`src/rtl/mask_sched_pkg.sv`:
```
// Shared definitions for the masked up-counter scheduler.
// Holds the FSM state encoding, the datapath width defaults and the
// configuration values restored on reset.
package mask_sched_pkg;

  localparam int DEF_WIDTH = 4;
  localparam int DEF_DIV_W = 3;

  // Configuration register reset values
  localparam int   DEF_DIV   = 3;
  localparam int   DEF_LIMIT = 15;
  localparam logic DEF_CONT  = 1'b0;

  typedef enum logic [1:0] {
    ST_IDLE = 2'd0,
    ST_RUN  = 2'd1,
    ST_DONE = 2'd2
  } state_t;

endpackage

```
`src/rtl/mod_phase_ctr.sv`:
```
// Modulo-N phase counter for the mask sequence.
// Ports:
//   clk, rst  - clock, synchronous active-high reset
//   clr       - force the phase back to 0 (start of run or wrap of count)
//   adv       - advance the phase by one (one accepted beat)
//   div       - divisor N; the phase runs 0..N-1
//   is_zero   - phase is currently 0
module mod_phase_ctr #(
  parameter int DIV_W = 3
) (
  input  logic             clk,
  input  logic             rst,
  input  logic             clr,
  input  logic             adv,
  input  logic [DIV_W-1:0] div,
  output logic             is_zero
);

  logic [DIV_W-1:0] r_ph;
  logic [DIV_W-1:0] w_last_ph;

  // With div = 0 this wraps to all-ones; the phase then free-runs, which is
  // harmless because the top ignores the phase when masking is disabled.
  assign w_last_ph = div - 1'b1;

  always_ff @(posedge clk) begin
    if (rst || clr) begin
      r_ph <= '0;
    end else if (adv) begin
      if (r_ph == w_last_ph) r_ph <= '0;
      else                   r_ph <= r_ph + 1'b1;
    end
  end

  assign is_zero = (r_ph == '0);

endmodule

```
`src/rtl/mask_count_sched.sv`:
```
// Controller/scheduler for the masked up-counter datapath.
// Counts 0..limit, forces every Nth value (multiples of N) to zero and
// streams each value over a valid/ready interface, with a start/stop/done
// handshake towards the control block.
// Ports:
//   clk, rst              - clock, synchronous active-high reset
//   cfg_load, cfg_div,
//   cfg_limit, cfg_cont   - configuration, latched only in IDLE
//   start, stop           - run control
//   out_ready/out_valid,
//   out_data, out_masked  - stream to the consumer
//   busy, done, wrap      - status
module mask_count_sched
  import mask_sched_pkg::*;
#(
  parameter int WIDTH = DEF_WIDTH,
  parameter int DIV_W = DEF_DIV_W
) (
  input  logic             clk,
  input  logic             rst,
  input  logic             cfg_load,
  input  logic [DIV_W-1:0] cfg_div,
  input  logic [WIDTH-1:0] cfg_limit,
  input  logic             cfg_cont,
  input  logic             start,
  input  logic             stop,
  input  logic             out_ready,
  output logic             out_valid,
  output logic [WIDTH-1:0] out_data,
  output logic             out_masked,
  output logic             busy,
  output logic             done,
  output logic             wrap
);

  state_t           r_state;
  logic [WIDTH-1:0] r_cnt;
  logic [WIDTH-1:0] r_limit;
  logic [DIV_W-1:0] r_div;
  logic             r_cont;
  logic             r_stop_pend;
  logic             r_wrap;

  logic w_start;
  logic w_xfer;
  logic w_last;
  logic w_stop_any;
  logic w_end_run;
  logic w_wrap_evt;
  logic w_ph_clr;
  logic w_ph_zero;
  logic w_masked;

  assign w_start    = (r_state == ST_IDLE) && start;
  assign w_xfer     = (r_state == ST_RUN) && out_ready;
  assign w_last     = (r_cnt == r_limit);
  // A stop arriving together with a transfer ends the run after that beat.
  assign w_stop_any = stop || r_stop_pend;
  assign w_end_run  = w_xfer && (w_stop_any || (w_last && !r_cont));
  assign w_wrap_evt = w_xfer && w_last && r_cont && !w_stop_any;
  // Phase restarts together with the count so masked beats stay on multiples of N.
  assign w_ph_clr   = w_start || w_wrap_evt;

  mod_phase_ctr #(
    .DIV_W (DIV_W)
  ) u_phase (
    .clk     (clk),
    .rst     (rst),
    .clr     (w_ph_clr),
    .adv     (w_xfer),
    .div     (r_div),
    .is_zero (w_ph_zero)
  );

  assign w_masked = (r_div != '0) && w_ph_zero;

  always_ff @(posedge clk) begin
    if (rst) begin
      r_state     <= ST_IDLE;
      r_cnt       <= '0;
      r_stop_pend <= 1'b0;
      r_wrap      <= 1'b0;
      r_div       <= DIV_W'(DEF_DIV);
      r_limit     <= WIDTH'(DEF_LIMIT);
      r_cont      <= DEF_CONT;
    end else begin
      r_wrap <= w_wrap_evt;
      case (r_state)
        ST_IDLE: begin
          // Load before start so a same-cycle load applies to this run.
          if (cfg_load) begin
            r_div   <= cfg_div;
            r_limit <= cfg_limit;
            r_cont  <= cfg_cont;
          end
          if (start) begin
            r_state     <= ST_RUN;
            r_cnt       <= '0;
            r_stop_pend <= 1'b0;
          end
        end
        ST_RUN: begin
          if (stop) r_stop_pend <= 1'b1;
          if (w_end_run)       r_state <= ST_DONE;
          else if (w_wrap_evt) r_cnt   <= '0;
          else if (w_xfer)     r_cnt   <= r_cnt + 1'b1;
        end
        ST_DONE: r_state <= ST_IDLE;
        default: r_state <= ST_IDLE;
      endcase
    end
  end

  assign out_valid  = (r_state == ST_RUN);
  assign out_data   = w_masked ? '0 : r_cnt;
  assign out_masked = w_masked;
  assign busy       = (r_state != ST_IDLE);
  assign done       = (r_state == ST_DONE);
  assign wrap       = r_wrap;

endmodule

```
`config.mk`:
```
export PLATFORM = sky130hd
export DESIGN_NAME = mask_count_sched
export DESIGN_NICKNAME = d
export VERILOG_FILES = /design/src/rtl/mask_sched_pkg.sv /design/src/rtl/mod_phase_ctr.sv /design/src/rtl/mask_count_sched.sv
export SDC_FILE = /design/constraint.sdc
export NUM_CORES = 1
export LEC_CHECK = 0
export BUFFER_PORTS_ARGS = -buffer_cell sky130_fd_sc_hd__clkbuf_2
export CORE_MARGIN = 8
export CORE_UTILIZATION = 50
export DETAILED_ROUTE_END_ITERATION = 12
export PLACE_DENSITY = 0.84
export SLEW_MARGIN = 30
export SYNTH_ARGS = -nofsm -noshare
export SYNTH_HDL_FRONTEND = slang
export SYNTH_SLANG_ARGS = --single-unit
```
`constraint.sdc`:
```
create_clock -name clk -period 1.7 [get_ports clk]
set_input_delay 0.085 -clock clk [delete_from_list [all_inputs] [get_ports clk]]
set_output_delay 0.085 -clock clk [all_outputs]
set_load 0.05 [all_outputs]
```
==> results.py, run 1 <==
metrics = {
    "critical_path": {
        "arrival_ns": 1.56,
        "critPathKind": "reg2out",
        "cp.required_ns": 1.62,
        "start_kind": "flip-flop",
        "endpoint_kind": "output pin",
        "worst-path-max-fanout": 5,
    },
    "timing": {
        "tightest_slew_ns": 0.4412,
        "setup_viol": 0,
        "timing.final.ws_setup_ns": 0.05615,
        "slew_violations": 0,
        "fmax_mhz": 608.3,
        "min_period_over_period": 0.9670,
        "clock-skew-final_ns": 0.004013,
        "relSlewSlack": 0.7059,
        "finalCriticalPeriod_ns": 1.644,
        "finalHoldViolations": 0,
        "rsz0062_at_grt": "true",
    },
    "grt": {
        "use_met1": 0.1408,
        "grt_use_met2": 0.2657,
        "grt.total_usage": 0.1429,
        "grt_pass1_vias": 951,
        "antenna_found_initial": 0,
        "grt_max_degree": 25,
        "grt_overflow": 0,
        "grt_pass1_wl_um": 4050,
        "grtUsageMet3": 0.03340,
        "grt.busiest_layer": "met2",
    },
    "cts": {
        "cts_sinks": 19,
        "clock_latency_ns": 0.29,
        "clock-root-buffer": "clkbuf_4",
        "clockBufferDepth": 2,
        "h-tree-depth": 1,
        "cts_buffers": 3,
        "cts_tree": "built",
        "cts.clk_slew.worst_paths_ns": 0.11,
    },
    "synthesis": {
        "synth_most_common_cell": "dfxtp_1",
        "synthArstFlopShare": 0,
        "avgSynthCellArea_um2": 8.780,
        "synthCells": 116,
        "synth.top_cell.area_share": 0.3735,
        "synth.top_cells.by_area": "dfxtp_1 37%, nor2_1 6.6%, ha_1 6.1%, nor2b_1 5.5%, a211o_1 5.2%",
        "synth_nets": 135,
        "synth.distinct_cells": 36,
        "ys_seq_elements": 19,
        "synth_edf_count": 0,
        "netlist_top_cells_count": "19 x dfxtp_1, 18 x nor2_1, 9 x inv_1, 9 x nor2b_1, 6 x a211o_1",
        "synth_ff_type": "dfxtp_1",
        "ys_warn_count": 0,
        "ys_seq_area_frac": 0.3735,
        "synth_area_um2": 1018,
        "synth_area_leader_cell": "dfxtp_1",
    },
    "place": {
        "detailed_place_hpwl_um": 1848,
        "dp_slack_ns": 0.03552,
        "port_buffers": 22,
        "gp_congestion": 0.8039,
    },
    "pwr": {
        "leakage_nw": 0.5834,
        "worst_ir_drop_vdd_v": 0.0004934,
        "power.density_nw_per_um2": 698.5,
    },
    "route": {
        "dr.first_iter.drc_count": 24,
        "ant_nets": 0,
        "wl_per_cell_um": 13.96,
        "drt_first_pass_iters": 4,
        "routed_wirelength_um": 2484,
        "vias_per_cell": 5.225,
        "vias": 930,
        "drc": 0,
    },
    "hold_path": {
        "worst_hold_path_type": "in2reg",
    },
    "die": {
        "num_io_pins": 23,
        "start_util": 0.5245,
        "fp.dieW_um": 61.13,
        "die_h_um": 61.13,
        "fp.dieArea_um2": 3737,
        "rows": 16,
        "core_um2": 1942,
    },
    "flow_run": {
        "max-cap-violations": 0,
    },
    "finish": {
        "drive_above_1_share": 0.3311,
        "antenna_cells": 0,
        "n_fill_cell": 148,
        "layout.nets": 171,
        "area_growth_pct": 38.70,
        "final_util": 0.7274,
    },
    "status": {
        "status": "completed",
    },
}
[path summary, 6_finish.rpt]
check / start / to / slack (ns) / cells after the start
setup / recovery: r_div[0] / out_data[0] / 0.06 / 7
hold / removal: cfg_div[2] / r_div[2] / 0.02 / 3
setup reg to reg: r_cnt[0] / r_cnt[0] / 0.07 / 5
hold reg to reg: r_cnt[0] / r_cnt[0] / 0.54 / 1
[logic make-up (layout without fill, tap and decap cells)]
| kind of cell | count (synthesis) | count (layout) | share of synthesized area |
|---|---|---|---|
| compound gates | 22 | 22 | 0.1708 |
| xor+xnor | 7 | 7 | 0.06020 |
| fa+ha+maj | 5 | 5 | 0.06143 |
| buf+inv | 12 | 47 | 0.04545 |
| flops | 19 | 19 | 0.3735 |
| mux | 1 | 1 | 0.009828 |
| simple gates | 50 | 50 | 0.2789 |
[flip-flops by register name, indices dropped and copies added (netlist names)]
signal and cells:
r_div 3, r_stop_pend 1, u_phase.r_ph 3, r_state 2
r_cnt 4, r_cont 1, r_limit 4, wrap 1
[stage by stage]
step | TNS [ns] | instance area (um^2) | power (W) | hold WS (ns) | std cells
floorplan | -0.02906 | 1086 | 0.0006755 | 0.2028 | 116
global placement | 0 | 1255 | 0.0007298 | 0.2877 | 167
detailed placement | 0 | 1255 | 0.0007428 | 0.2953 | 167
CTS | 0 | 1390 | 0.0009832 | 0.01042 | 177
global route | -0.01209 | 1413 | 0.001041 | 0.03569 | 178
finish | 0 | 1413 | 0.0009868 | 0.01906 | 178
[final cells by class]
| type | count | area, um^2 | area share |
|---|---|---|---|
| multi-input combinational | 85 | 668.1 | 0.4730 |
| sequential | 19 | 385.4 | 0.2728 |
| timing repair buffer | 34 | 264.0 | 0.1869 |
| inverter | 9 | 33.78 | 0.02392 |
| tap | 27 | 33.78 | 0.02392 |
| clock inverter | 1 | 5.005 | 0.003543 |
| clock buffer | 3 | 22.52 | 0.01594 |
[per-layer routing]
metal	wire length (um)	vias to the layer above	part of all wire
li1	-	472	-
met1	983	430	0.40
met2	1322	22	0.53
met3	122	6	0.049
met4	55	0	0.022
met5	0	-	0
[critical path, cell delays in order (launching register included)]
cell and delay, ns:
dfxtp_2 0.35, inv_2 0.05, ha_4 0.16, ha_4 0.15, nor3b_4 0.17, buf_6 0.17, nor2b_4 0.05, clkbuf_8 0.17
[cell usage in the layout, fill, tap and decap left out, types with 2 or more instances in the layout]
cell type	instances
nor2_1	17
clkbuf_2	17
dfxtp_1	15
inv_1	7
nor2b_1	6
a211o_1	6
dlygate4sd3_1	6
a21oi_1	5
buf_4	5
xor2_1	4
nand2_1	4
clkbuf_8	4
dfxtp_2	4
nand2b_1	3
nor2b_4	3
xnor2_1	3
ha_1	3
clkbuf_4	3
inv_2	2
o31ai_1	2
nor3b_1	2
ha_4	2
[repair_timing]
| item | 4_1_cts | 5_1_grt |
|---|---|---|
| setup buffers | 0 | 1 |
| endpoints found under the setup margin | 5 | 11 |
| endpoints found under the hold margin | 6 | 0 |
| hold buffers | 6 | 0 |
| pin swaps | 0 | 2 |
| gates resized for setup | 11 | 7 |
[where the power goes]
| group | internal, W | switching (W) | leakage (nW) |
|---|---|---|---|
| clock network | 0.0000874 | 0.000142 | 0.0177 |
| registers | 0.000472 | 0.0000216 | 0.156 |
| logic | 0.000114 | 0.000149 | 0.410 |
No activity file was read; power rests on OpenSTA's default activity.
==> run 2: changes to the inputs <==
- RECOVER_POWER: default -> 100
==> run 2 against run 1 <==
Core utilization fell by 0.26 points. Fmax about the same. Non-clock buffer count did not move. Via count unchanged. Clock power about the same. Clock skew about the same. Largest cell class unchanged.
==> results.py, run 2 (synthesis gave the netlist of run 1 again) <==
metrics = {
    "status": {
        "status": "completed",
    },
    "die": {
        "fp.dieArea_um2": 3737,
        "fp.dieW_um": 61.13,
        "core_um2": 1942,
        "num_io_pins": 23,
        "start_util": 0.5245,
        "rows": 16,
        "die_h_um": 61.13,
    },
    "pwr": {
        "finalPower_w": 0.0009849,
        "worst_ir_drop_vdd_v": 0.0004934,
        "power.density_nw_per_um2": 699.7,
        "leakage_nw": 0.5758,
    },
    "timing": {
        "setup_viol": 0,
        "tightest_slew_ns": 0.5983,
        "clock-skew-final_ns": 0.004185,
        "finalHoldViolations": 0,
        "fmax_mhz": 608.4,
        "slew_violations": 0,
        "relSlewSlack": 0.6029,
        "min_period_over_period": 0.9668,
        "rsz0062_at_grt": "true",
        "finalCriticalPeriod_ns": 1.644,
    },
    "route": {
        "drc": 0,
        "routed_wirelength_um": 2483,
        "dr.first_iter.drc_count": 24,
        "wl_met3_um": 122,
        "drt_first_pass_iters": 4,
        "ant_nets": 0,
        "wl_per_cell_um": 13.95,
        "wl_met2_um": 1322,
        "vias_per_cell": 5.225,
        "met1_length_um": 982,
        "vias": 930,
        "top_layer_used": "met4",
    },
    "critical_path": {
        "critPathKind": "reg2out",
        "worst-path-max-fanout": 5,
        "crit_cells": 7,
        "crit_slowest_cell": "dfxtp_2",
        "reg2reg_depth": 5,
        "crit_chain": "inv_2 > ha_4 > ha_4 > nor3b_4 > buf_6 > nor2b_4 > clkbuf_8",
        "start_kind": "flip-flop",
        "endpoint_kind": "output pin",
        "path_delay_family": "buffers and inverters",
        "crit_path_max_incr_delay_ns": 0.35,
        "critical_path.most_common_cell": "ha_4",
        "cp_num_buf_inv": 3,
        "arrival_ns": 1.56,
        "cp.required_ns": 1.62,
    },
    "cts": {
        "h-tree-depth": 1,
        "cts_buffers": 3,
        "clock-root-buffer": "clkbuf_4",
        "cts_tree": "built",
        "cts.clk_slew.worst_paths_ns": 0.11,
        "cts_sinks": 19,
        "clock_latency_ns": 0.29,
        "clockBufferDepth": 2,
    },
    "place": {
        "place_area_um2": 1255,
        "gp_congestion": 0.8039,
        "detailed_place_hpwl_um": 1848,
        "port_buffers": 22,
    },
    "grt": {
        "grt_pass1_vias": 951,
        "grt.total_usage": 0.1429,
        "grt_max_degree": 25,
        "antenna_found_initial": 0,
        "grt_pass1_wl_um": 4050,
        "grt_overflow": 0,
    },
    "finish": {
        "drive_above_1_share": 0.3179,
        "multi_input_area_um2": 668.1,
        "final_util": 0.7249,
        "layout_common_cells": "17 x nor2_1, 16 x clkbuf_2, 15 x dfxtp_1, 7 x inv_1",
        "antenna_cells": 0,
        "n_fill_cell": 147,
        "reg.largest.list": "r_cnt x4, r_limit x4",
        "regArea_um2": 385.4,
        "layout_commonest_cell": "nor2_1",
        "postLayoutCellArea_um2": 1408,
        "area_growth_pct": 38.21,
        "layout.nets": 171,
    },
    "flow_run": {
        "max-cap-violations": 0,
    },
    "hold_path": {
        "worst_hold_path_type": "in2reg",
        "hold_depth": 3,
    },
}
-- run 2: changes by cell type in the layout (fill, tap and decap cells not counted), sizes merged --
cell	previous run	this run
clkbuf	24	25
buf	7	6
-- run 2: final timing paths --
| path | end | startpoint | slack [ns] |
|---|---|---|---|
| hold reg to reg | r_cnt[0] | r_cnt[0] | 0.54 |
| setup / recovery | out_data[0] | r_div[0] | 0.06 |
| setup reg to reg | r_cnt[0] | r_cnt[0] | 0.07 |
| hold / removal | r_div[2] | cfg_div[2] | 0.02 |
-- run 2: through the flow --
step	worst slack [ns]	TNS [ns]	std cells	hold slack [ns]
after floorplan	-0.009687	-0.02906	116	0.2028
after global placement	0.09214	0	167	0.2877
after detailed placement	0.03552	0	167	0.2953
after CTS	0.001567	0	177	0.01042
after global routing	-0.004531	-0.01209	178	0.03569
final	0.05641	0	178	0.01927
-- run 2: worst reg2reg max path, cell delays in order (launching register included) --
cell and delay, ns:
dfxtp_2 0.37, xor2_1 0.17, nor4_4 0.40, a21oi_2 0.15, or3b_1 0.38, o31ai_1 0.07
-- run 2: area by class of cell --
cell class / instances / share of cell area
Tap cell: 27 / 0.02400
Multi-Input combinational cell: 85 / 0.4747
Sequential cell: 19 / 0.2738
Clock buffer: 3 / 0.01600
Timing Repair Buffer: 34 / 0.1840
Inverter: 9 / 0.02400
Clock inverter: 1 / 0.003556
-- run 2: timing repair --
action                                  in CTS  in global routing
pin swaps                                    0                  2
setup buffers                                0                  1
hold buffers                                 6                  0
resized for setup                           11                  7
endpoints found under the setup margin       5                 11
hold endpoints to repair                     6                  0
-- run 2: where the power goes --
| part | internal [W] | switching [W] |
|---|---|---|
| sequential | 0.000472 | 0.0000215 |
| combinational | 0.000112 | 0.000149 |
| clock | 0.0000874 | 0.000142 |
-- run 2: per-layer routing --
metal,track usage,vias to the layer above
li1,-,472
met1,0.1408,430
met2,0.2657,22
met3,0.03340,6
met4,0.07973,0
met5,0,-
